`config.mk`:
```
export PLATFORM = sky130hd
export DESIGN_NAME = if_ctrl
export DESIGN_NICKNAME = d
export VERILOG_FILES = /design/src/rtl/if_pkg.sv /design/src/rtl/if_ctrl.sv
export SDC_FILE = /design/constraint.sdc
export NUM_CORES = 1
export LEC_CHECK = 0
export ABC_AREA = 1
export CORE_MARGIN = 3
export CORE_UTILIZATION = 33
export CTS_CLUSTER_DIAMETER = 60
export DETAILED_ROUTE_END_ITERATION = 16
export HOLD_SLACK_MARGIN = 0.15
export PLACE_DENSITY = 0.87
export SYNTH_ARGS = -nofsm -noshare
export SYNTH_HDL_FRONTEND = slang
export SYNTH_SLANG_ARGS = --single-unit
```
`constraint.sdc`:
```
create_clock -name clk -period 1.1 [get_ports clk]
set_input_delay 0.165 -clock clk [delete_from_list [all_inputs] [get_ports clk]]
set_output_delay 0.165 -clock clk [all_outputs]
set_load 0.05 [all_outputs]
```
`src/rtl/if_pkg.sv`:
```
// Shared definitions for the instruction-fetch controller: PC width, default
// vectors and the 2-bit FSM state encoding.
package if_pkg;

   localparam int PC_W = 16;

   localparam logic [PC_W-1:0] RESET_VEC_DFLT = 16'h0000;
   localparam logic [PC_W-1:0] IRQ_VEC_DFLT   = 16'h0010;

   typedef enum logic [1:0] {
      ST_BOOT     = 2'd0,
      ST_RUN      = 2'd1,
      ST_IRQ_SAVE = 2'd2,
      ST_IRQ_JUMP = 2'd3
   } state_e;

   typedef struct packed {
      logic            load_pc;
      logic [PC_W-1:0] pc_in;
      logic            pc_en;
      logic            flush;
      logic            irq_ack;
   } ctrl_t;

endpackage

```
`src/rtl/if_ctrl.sv`:
```
// Fetch-stage controller: boot load, redirect arbitration, stall and interrupt
// entry/return. Interrupt support is compiled in only when IF_CTRL_IRQ_EN is defined.
//
// state       | meaning (action taken at the next rising edge)
// ST_BOOT     | emit load of RESET_VEC, go to RUN
// ST_RUN      | arbitrate irq > iret > jump > branch > stall > sequential
// ST_IRQ_SAVE | flush showing, epc saved; emit IRQ_VEC load + ack, set in_isr
// ST_IRQ_JUMP | vector load showing; emit sequential advance, back to RUN
module if_ctrl
   import if_pkg::*;
#(
   parameter logic [PC_W-1:0] RESET_VEC = RESET_VEC_DFLT,
   parameter logic [PC_W-1:0] IRQ_VEC   = IRQ_VEC_DFLT
) (
   input  logic            clk,
   input  logic            rst,
   input  logic [PC_W-1:0] pc,
   input  logic            stall,
   input  logic            jump_req,
   input  logic [PC_W-1:0] jump_target,
   input  logic            branch_req,
   input  logic [PC_W-1:0] branch_target,
   input  logic            irq_req,
   input  logic            iret_req,
   output logic            load_pc,
   output logic [PC_W-1:0] pc_in,
   output logic            pc_en,
   output logic            flush,
   output logic            irq_ack,
   output logic            in_isr,
   output logic [PC_W-1:0] epc
);

   state_e          state_q, state_d;
   ctrl_t           out_q, out_d;
   logic            in_isr_q, in_isr_d;
   logic [PC_W-1:0] epc_q, epc_d;
   logic            irq_go, iret_go;
   logic            redir_go;
   logic [PC_W-1:0] redir_tgt;
   logic [PC_W-1:0] irq_epc;

`ifdef IF_CTRL_IRQ_EN
   assign irq_go  = irq_req && !in_isr_q;
   assign iret_go = iret_req && in_isr_q;
`else
   assign irq_go  = 1'b0;
   assign iret_go = 1'b0;
`endif

   always_ff @(posedge clk or negedge rst) begin
      if (!rst) begin
         state_q  <= ST_BOOT;
         out_q    <= '{load_pc: 1'b0, pc_in: RESET_VEC, pc_en: 1'b0,
                       flush: 1'b0, irq_ack: 1'b0};
         in_isr_q <= 1'b0;
         epc_q    <= '0;
      end else begin
         state_q  <= state_d;
         out_q    <= out_d;
         in_isr_q <= in_isr_d;
         epc_q    <= epc_d;
      end
   end

   // A redirect racing an interrupt entry is preserved by saving its target as epc.
   always_comb begin
      redir_go  = 1'b1;
      redir_tgt = jump_target;
      if (iret_go)         redir_tgt = epc_q;
      else if (jump_req)   redir_tgt = jump_target;
      else if (branch_req) redir_tgt = branch_target;
      else                 redir_go  = 1'b0;
      irq_epc = jump_req ? jump_target : (branch_req ? branch_target : pc);
   end

   always_comb begin
      state_d = state_q;
      case (state_q)
         ST_BOOT:     state_d = ST_RUN;
         ST_RUN:      state_d = irq_go ? ST_IRQ_SAVE : ST_RUN;
`ifdef IF_CTRL_IRQ_EN
         ST_IRQ_SAVE: state_d = ST_IRQ_JUMP;
         ST_IRQ_JUMP: state_d = ST_RUN;
`endif
         default:     state_d = ST_BOOT;
      endcase
   end

   always_comb begin
      out_d         = out_q;
      out_d.load_pc = 1'b0;
      out_d.pc_en   = 1'b0;
      out_d.flush   = 1'b0;
      out_d.irq_ack = 1'b0;
      in_isr_d      = in_isr_q;
      epc_d         = epc_q;
      case (state_q)
         ST_BOOT: begin
            out_d.load_pc = 1'b1;
            out_d.pc_in   = RESET_VEC;
         end
         ST_RUN: begin
            if (irq_go) begin
               out_d.flush = 1'b1;
               epc_d       = irq_epc;
            end else if (redir_go) begin
               out_d.load_pc = 1'b1;
               out_d.flush   = 1'b1;
               out_d.pc_in   = redir_tgt;
               if (iret_go) in_isr_d = 1'b0;
            end else if (!stall) begin
               out_d.pc_en = 1'b1;
            end
         end
`ifdef IF_CTRL_IRQ_EN
         ST_IRQ_SAVE: begin
            out_d.load_pc = 1'b1;
            out_d.pc_in   = IRQ_VEC;
            out_d.irq_ack = 1'b1;
            in_isr_d      = 1'b1;
         end
         ST_IRQ_JUMP: out_d.pc_en = 1'b1;
`endif
         default: ;
      endcase
   end

   assign load_pc = out_q.load_pc;
   assign pc_in   = out_q.pc_in;
   assign pc_en   = out_q.pc_en;
   assign flush   = out_q.flush;

`ifdef IF_CTRL_IRQ_EN
   assign irq_ack = out_q.irq_ack;
   assign in_isr  = in_isr_q;
   assign epc     = epc_q;
`else
   logic unused_irq;
   assign unused_irq = ^{pc, irq_req, iret_req, IRQ_VEC, out_q.irq_ack};
   assign irq_ack = 1'b0;
   assign in_isr  = 1'b0;
   assign epc     = '0;
`endif

endmodule

```
==> results.tsv, run 1 <==
metric	value	unit
p_leak	1.03	nW
finalSetupViolCount	0	
crit_chain	buf_12	
drc	0	
drt_iter0_drc	47	
clock_skew	6.12	ps
grt_overflow	0	
cts_buffers	3	
drive_above_1_share	0.234	
timing.rr.start	state_q[0]$_DFF_PN0_	
place_ws	-242	ps
clk_latency	310	ps
antenna_found_initial	0	
cts.sinks	20	
outcome	finished clean	
ys_seq_area_frac	0.430	
r2r_setup_slack	90	ps
start_util	0.363	
final_area	1980	µm²
worstPathArrival	920	ps
nets	270	
syn_area_per_cell	7.81	µm²
fillers	286	
cts.repair.resized	0	
cts_tree	yes	
syn_area	1160	µm²
cp_max_fo	2	
clk_pin_slew_worst_paths	120	ps
die_w	65.4	µm
cpLargestDelayFamily	flip-flops	
fmax	0.925	GHz
die_h	65.4	µm
drt_first_pass_iters	4	
wl_met3	220	µm
hold_path_class	input port to async pin	
cts_hold_buf	0	
hold_violations	0	
finalMaxSlewViolations	0	
synth_top_area_share	0.430	
maxCapViolations	0	
synth_cell_types	12	
worst-r2r-cell-count	4	
p_per_area	1150	nW/µm²
cp-end-kind	output pin	
wl_met1	1160	µm
path_buf_inv	1	
first_global_vias	1004	
hpwlAfterDp	2440	µm
syn_inst	149	
highest_layer	met4	
min_period	1080	ps
placed_cell_area	1890	µm²
htreeDepth	1	
die-area	4270	µm²
via_per_inst	4.33	
fin_crit_sh	0.982	
grt.total_usage	0.139	
ir_drop	0.515	mV
required	940	ps
synth_area_leaders	dfrtp_1 43%, nand2_1 23%, buf_4 13%	
critPathLaunchType	flop	
wl_met2	1640	µm
ant_nets	0	
ioPinCount	92	
netlist.top_cell.by_area	dfrtp_1	
wl_per_cell	11.7	µm
fin_total_pwr	2.28	mW
crit_type	flop to output pin	
vias	1117	
grt_max_degree	21	
worst_slack	19.4	ps
rows	20	
tns	0	ps
grt_pass1_wl	4590	µm
cp_slowest_cell	dfrtp_1	
cp_slowest_stage_delay	440	ps
syn2layout_area_growth	70.4	%
wl	3030	µm
reg2reg_to	pc_in[3]$_DFFE_PN0P_	
core_region_area	3200	µm²
synth-seq-cells	20	
port_buffers	55	
cts-root-buf	clkbuf_4	
clock_path_buffers	2	
yosys_warnings	0	
diodes	0	
gp_congestion	0.716	
[cell usage in the layout (no fill, tap or decap)]
cell type        Yosys  final
nand2_2              9      9
nand2_1             72     72
inv_2                2      2
clkbuf_4             0      3
nand3_1             16     16
dfrtp_1             20     20
nor2_8               2      2
bufinv_16            0      1
buf_12               0     19
clkdlybuf4s50_1      0     36
nor2_1               1      1
buf_4               20     14
conb_1               2     19
[layout make-up]
type	count	area, µm²	area share
timing repair buffer	69	846	0.426
clock inverter	1	30.0	0.0151
inverter	2	7.51	0.00379
tap	44	55.1	0.0278
sequential	20	500	0.252
clock buffer	3	22.5	0.0114
multi-input combinational	119	522	0.263
[cell usage after synthesis, drive strengths merged]
cell,count
nand3,16
dfrtp,20
nor2,3
nand2,81
buf,25
inv,2
conb,2
[stage by stage]
| step | instances | utilization | hold WS (ps) |
|---|---|---|---|
| floorplan | 166 | - | -131 |
| global placement | 249 | 0.591 | 530 |
| detailed placement | 249 | 0.591 | 538 |
| CTS | 253 | 0.607 | 189 |
| global route | 258 | 0.619 | 210 |
| finish | 258 | 0.619 | 183 |
[state kept, by name, indices dropped and copies added, names as in the netlist]
name     count
pc_in       16
state_q      1
flush        1
pc_en        1
load_pc      1
[report_power, final]
group	leakage, nW	switching, mW	internal (mW)	total [mW]
registers	0.258	0.0526	0.782	0.834
clock network	0.0279	0.243	0.368	0.612
logic	0.747	0.470	0.364	0.834
[routing by layer]
metal | GRT usage | vias up
met5 | 0 | -
met4 | 0.0544 | 0
met3 | 0.0188 | 2
met2 | 0.265 | 57
met1 | 0.154 | 508
li1 | - | 550
[worst max-delay path by stage]
stage / from / endpoint / slack (ps) / cells after the start
final: pc_in[13]$_DFFE_PN0P_ / pc_in[13] / 20 / 1
after detailed placement: jump_req / pc_in[0]$_DFFE_PN0P_ / -240 / 7
after CTS: pc_in[9]$_DFFE_PN0P_ / pc_in[9] / 9 / 1
after global routing: pc_in[13]$_DFFE_PN0P_ / pc_in[13] / -10 / 1
after global placement: jump_req / pc_in[0]$_DFFE_PN0P_ / -200 / 7
after floorplan: state_q[0]$_DFF_PN0_ / pc_in[0]$_DFFE_PN0P_ / 130 / 6
[timing repair]
action | CTS | global route
endpoints found under the hold margin | 0 | 0
endpoints found under the setup margin | 0 | 5
setup buffers | 0 | 5
[cells by family (layout without fill, tap and decap cells)]
logic type             after synthesis  after routing  share of synthesized area
buffers and inverters               27             75                      0.176
flip-flops                          20             20                      0.430
other                                2             19                    0.00645
AND/OR/NAND/NOR                    100            100                      0.387
No activity file was read; power rests on OpenSTA's default activity.
==> run 2: changes to the inputs <==
--- a/config.mk
+++ b/config.mk
@@ -6,7 +6,7 @@
 export NUM_CORES = 1
 export LEC_CHECK = 0
 export ABC_AREA = 1
-export CORE_MARGIN = 3
+export CORE_MARGIN = 2
 export CORE_UTILIZATION = 33
 export CTS_CLUSTER_DIAMETER = 60
 export DETAILED_ROUTE_END_ITERATION = 16
==> run 2 against run 1 <==
- via count shrank 5.6%
- clock skew is 3.2 ps lower
- critical path depth is the same
- sequential cell count stayed put
- worst hold slack improved by 11 ps
- non-clock buffer count down 6
- global-route usage is 0.22 points higher
- setup slack gained 19 ps
- register-to-register slack better by 40 ps
- largest power group unchanged
==> results.tsv, run 2 (synthesis results as in run 1) <==
metric	value	unit
cp_slowest_cell	dfrtp_1	
gp_congestion	0.784	
first_global_vias	1042	
dp_cells	250	
drc	0	
start_util	0.346	
die_h	63.4	µm
ir_drop	0.494	mV
largest_reg_flops	16	
wl_met3	226	µm
fillers	318	
via_per_inst	4.15	
crit_chain	buf_12	
worstPathArrival	900	ps
cts_hold_buf	0	
cts_buffers	3	
wl	2680	µm
final_common_cell	nand2_1	
p_leak	1.00	nW
cp_slowest_stage_delay	430	ps
hpwlAfterDp	2160	µm
cpLargestDelayFamily	flip-flops	
critPathLaunchType	flop	
wl_per_cell	10.5	µm
cts.sinks	20	
startpoint	pc_in[3]$_DFFE_PN0P_	
hold_path_class	input port to async pin	
placed_cell_area	1910	µm²
grt_setup_unrepaired	false	
die_w	63.4	µm
required	940	ps
switching_share	0.353	
min_period	1060	ps
clock_skew	2.90	ps
p_int	1.34	mW
antenna_found_initial	0	
grt_pass1_wl	4520	µm
cts-root-buf	clkbuf_4	
fin_total_pwr	2.07	mW
outcome	finished clean	
maxCapViolations	0	
cts_tree	yes	
seq_area	500	µm²
fmax	0.942	GHz
cp_max_fo	2	
cp-end-kind	output pin	
wl_met2	1290	µm
drive_above_1_share	0.212	
hold_violations	0	
rows	21	
ioPinCount	92	
path_buf_inv	1	
clk_pin_slew_worst_paths	110	ps
finalMaxSlewViolations	0	
place_ws	-240	ps
timing.rr.start	state_q[0]$_DFF_PN0_	
vias	1055	
fin_crit_sh	0.965	
final_area	1950	µm²
clk_latency	300	ps
power_frac_comb	0.395	
core_region_area	3360	µm²
worst_slack	38.5	ps
drt_iter0_drc	42	
utilization	0.580	
finalSetupViolCount	0	
p_per_area	1060	nW/µm²
multi_input_area	522	µm²
clock_path_buffers	2	
grt_overflow	0	
ant_nets	0	
seqPwrFrac	0.402	
crit_type	flop to output pin	
grt_max_degree	21	
hold_slack	194	ps
die-area	4020	µm²
cts_setup_buffers	0	
switching_power	0.732	mW
final_cell_mix	72 x nand2_1, 36 x clkdlybuf4s50_1, 21 x buf_12	
nets	264	
wl_met1	1110	µm
clock_power_share	0.203	
tns	0	ps
drt_first_pass_iters	4	
syn2layout_area_growth	67.5	%
port_buffers	55	
diodes	0	
grt.total_usage	0.141	
instances_no_fill	254	
htreeDepth	1	
highest_layer	met4	
cts.repair.resized	0	
run 2: cell count changes in the layout (fill, tap and decap cells not counted), sizes merged:
cell / delta
bufinv: -1
clkbuf: +1
buf: -6
run 2: layout make-up:
class	count	share of cell area
timing repair buffer	63	0.424
clock buffer	4	0.0186
tap	46	0.0295
sequential	20	0.257
inverter	2	0.00385
multi-input combinational	119	0.268
run 2: final timing paths:
kind                                          to  slack, ps  depth (start not counted)
max                                     pc_in[3]         40                          1
min                         pc_in[9]$_DFFE_PN0P_        190                          2
max reg2reg                 pc_in[6]$_DFFE_PN0P_        130                          4
min reg2reg                pc_in[15]$_DFFE_PN0P_        580                          2
max in group asynchronous  pc_in[10]$_DFFE_PN0P_        700                          2
min in group clk                 pc_en$_DFF_PN0_        390                          2
run 2: metal layers:
metal,GRT usage,vias to the layer above
met5,0,-
met4,0.0707,0
met3,0.0196,5
met2,0.245,56
met1,0.171,456
li1,-,538
run 2: power groups by stage:
stage	registers [mW]	logic, mW	clock network (mW)
after floorplan	0.979	0.340	0
after global placement	0.846	0.815	0
after detailed placement	0.847	0.824	0
after CTS	0.833	0.825	0.439
after global routing	0.838	0.867	0.467
final	0.832	0.819	0.420
==> run 3: changes to the inputs <==
--- a/config.mk
+++ b/config.mk
@@ -11,7 +11,7 @@
 export CTS_CLUSTER_DIAMETER = 60
 export DETAILED_ROUTE_END_ITERATION = 16
 export HOLD_SLACK_MARGIN = 0.15
-export PLACE_DENSITY = 0.87
+export PLACE_DENSITY = 0.8
 export SYNTH_ARGS = -nofsm -noshare
 export SYNTH_HDL_FRONTEND = slang
 export SYNTH_SLANG_ARGS = --single-unit
==> run 3 against run 2 <==
- clock skew is 2.4 ps higher
- register-to-register slack hardly changed
- clock power decreased by 2%
- routed wire length up 0.75%
- non-clock buffer count up 2
- global-route usage shrank 0.16 points
- fmax is essentially flat
- sequential cell count is the same
- sequential share of layout area is essentially flat
- clock-buffer cell count unchanged
- cell count grew 0.79%
- highest routed layer unchanged
==> results.tsv, run 3 (synthesis results as in run 1) <==
metric	value	unit
critPathLaunchType	flop	
seqPwrFrac	0.404	
grt_pass1_wl	4480	µm
power_frac_comb	0.396	
start_util	0.346	
port_buffers	55	
wl	2700	µm
ir_drop	0.464	mV
cts_setup_buffers	0	
gp_congestion	0.701	
placed_cell_area	1920	µm²
fillers	322	
crit_chain	buf_12	
timing.rr.start	state_q[0]$_DFF_PN0_	
min_period	1060	ps
first_global_vias	1008	
cts_tree	yes	
switching_share	0.351	
drt_first_pass_iters	4	
fin_crit_sh	0.965	
clk_latency	290	ps
reg2reg_to	pc_in[8]$_DFFE_PN0P_	
cts_buffers	3	
r2r_setup_slack	130	ps
clock_skew	5.32	ps
cp-end-kind	output pin	
path_buf_inv	1	
finalMaxSlewViolations	0	
die_h	63.4	µm
clock_power_share	0.200	
grt.total_usage	0.140	
largest_reg_flops	16	
cts-root-buf	clkbuf_4	
cts_hold_buf	0	
via_per_inst	4.11	
core_region_area	3360	µm²
ant_nets	0	
switching_power	0.724	mW
die-area	4020	µm²
crit_type	flop to output pin	
wl_per_cell	10.5	µm
cp_slowest_cell	dfrtp_1	
drc	0	
tns	0	ps
ioPinCount	92	
grt_max_degree	21	
htreeDepth	1	
p_per_area	1060	nW/µm²
nets	266	
finalSetupViolCount	0	
worst-r2r-cell-count	4	
cts.sinks	20	
cpLargestDelayFamily	flip-flops	
grt_overflow	0	
final_area	1950	µm²
required	940	ps
hold_path_class	input port to async pin	
final_common_cell	nand2_1	
drt_iter0_drc	35	
hpwlAfterDp	2160	µm
place_ws	-240	ps
instances_no_fill	256	
maxCapViolations	0	
worstPathArrival	900	ps
fin_total_pwr	2.06	mW
syn2layout_area_growth	67.7	%
worst_slack	38.9	ps
antenna_found_initial	0	
rows	21	
cts.repair.resized	0	
p_int	1.34	mW
die_w	63.4	µm
diodes	0	
clock_path_buffers	2	
p_leak	1.01	nW
vias	1052	
cp_slowest_stage_delay	440	ps
hold_violations	0	
outcome	finished clean	
drive_above_1_share	0.219	
fmax	0.942	GHz
dp_cells	252	
cp_max_fo	2	
clk_pin_slew_worst_paths	110	ps
grt_setup_unrepaired	false	
final_cell_mix	72 x nand2_1, 36 x clkdlybuf4s50_1, 20 x dfrtp_1, 20 x buf_12, 19 x conb_1	
-- run 3: cell types whose count changed in the layout (fill, tap and decap cells not counted) --
cell    change
buf_4       +3
buf_12      -1
-- run 3: power groups by stage --
stage	sequential [mW]	combinational, mW	clock, mW
after floorplan	0.979	0.340	0
after global placement	0.847	0.815	0
after detailed placement	0.849	0.822	0
after CTS	0.835	0.824	0.433
after global routing	0.839	0.862	0.461
final	0.834	0.818	0.412
-- run 3: worst max-delay path by stage --
stage                               start              endpoint  slack, ps  cells past startpoint
floorplan            state_q[0]$_DFF_PN0_  pc_in[0]$_DFFE_PN0P_        130                      6
detailed placement               jump_req  pc_in[8]$_DFFE_PN0P_       -240                      6
finish              pc_in[14]$_DFFE_PN0P_             pc_in[14]         40                      1
CTS                 pc_in[14]$_DFFE_PN0P_             pc_in[14]         20                      1
global route         pc_in[0]$_DFFE_PN0P_              pc_in[0]        0.3                      1
global placement               branch_req  pc_in[8]$_DFFE_PN0P_       -250                      5
-- run 3: final cells by class --
type / instances / area, µm² / share of cell area
Timing Repair Buffer: 65 / 828 / 0.424
Multi-Input combinational cell: 119 / 522 / 0.267
Sequential cell: 20 / 500 / 0.256
Tap cell: 46 / 57.6 / 0.0295
Clock buffer: 4 / 36.3 / 0.0186
Inverter: 2 / 7.51 / 0.00385
-- run 3: per-stage QoR --
stage	hold WS [ps]	utilization
finish	201	0.580
global route	240	0.580
CTS	202	0.580
detailed placement	536	0.570
global placement	531	0.570
floorplan	-131	-
-- run 3: layer usage --
metal / wire [µm] / global-route usage / vias to the layer above / part of all wire
met4: 38 / 0.0571 / 0 / 0.014
met5: 0 / 0 / - / 0
met3: 232 / 0.0214 / 2 / 0.086
met1: 1060 / 0.166 / 457 / 0.39
met2: 1360 / 0.250 / 54 / 0.51
li1: - / - / 539 / -
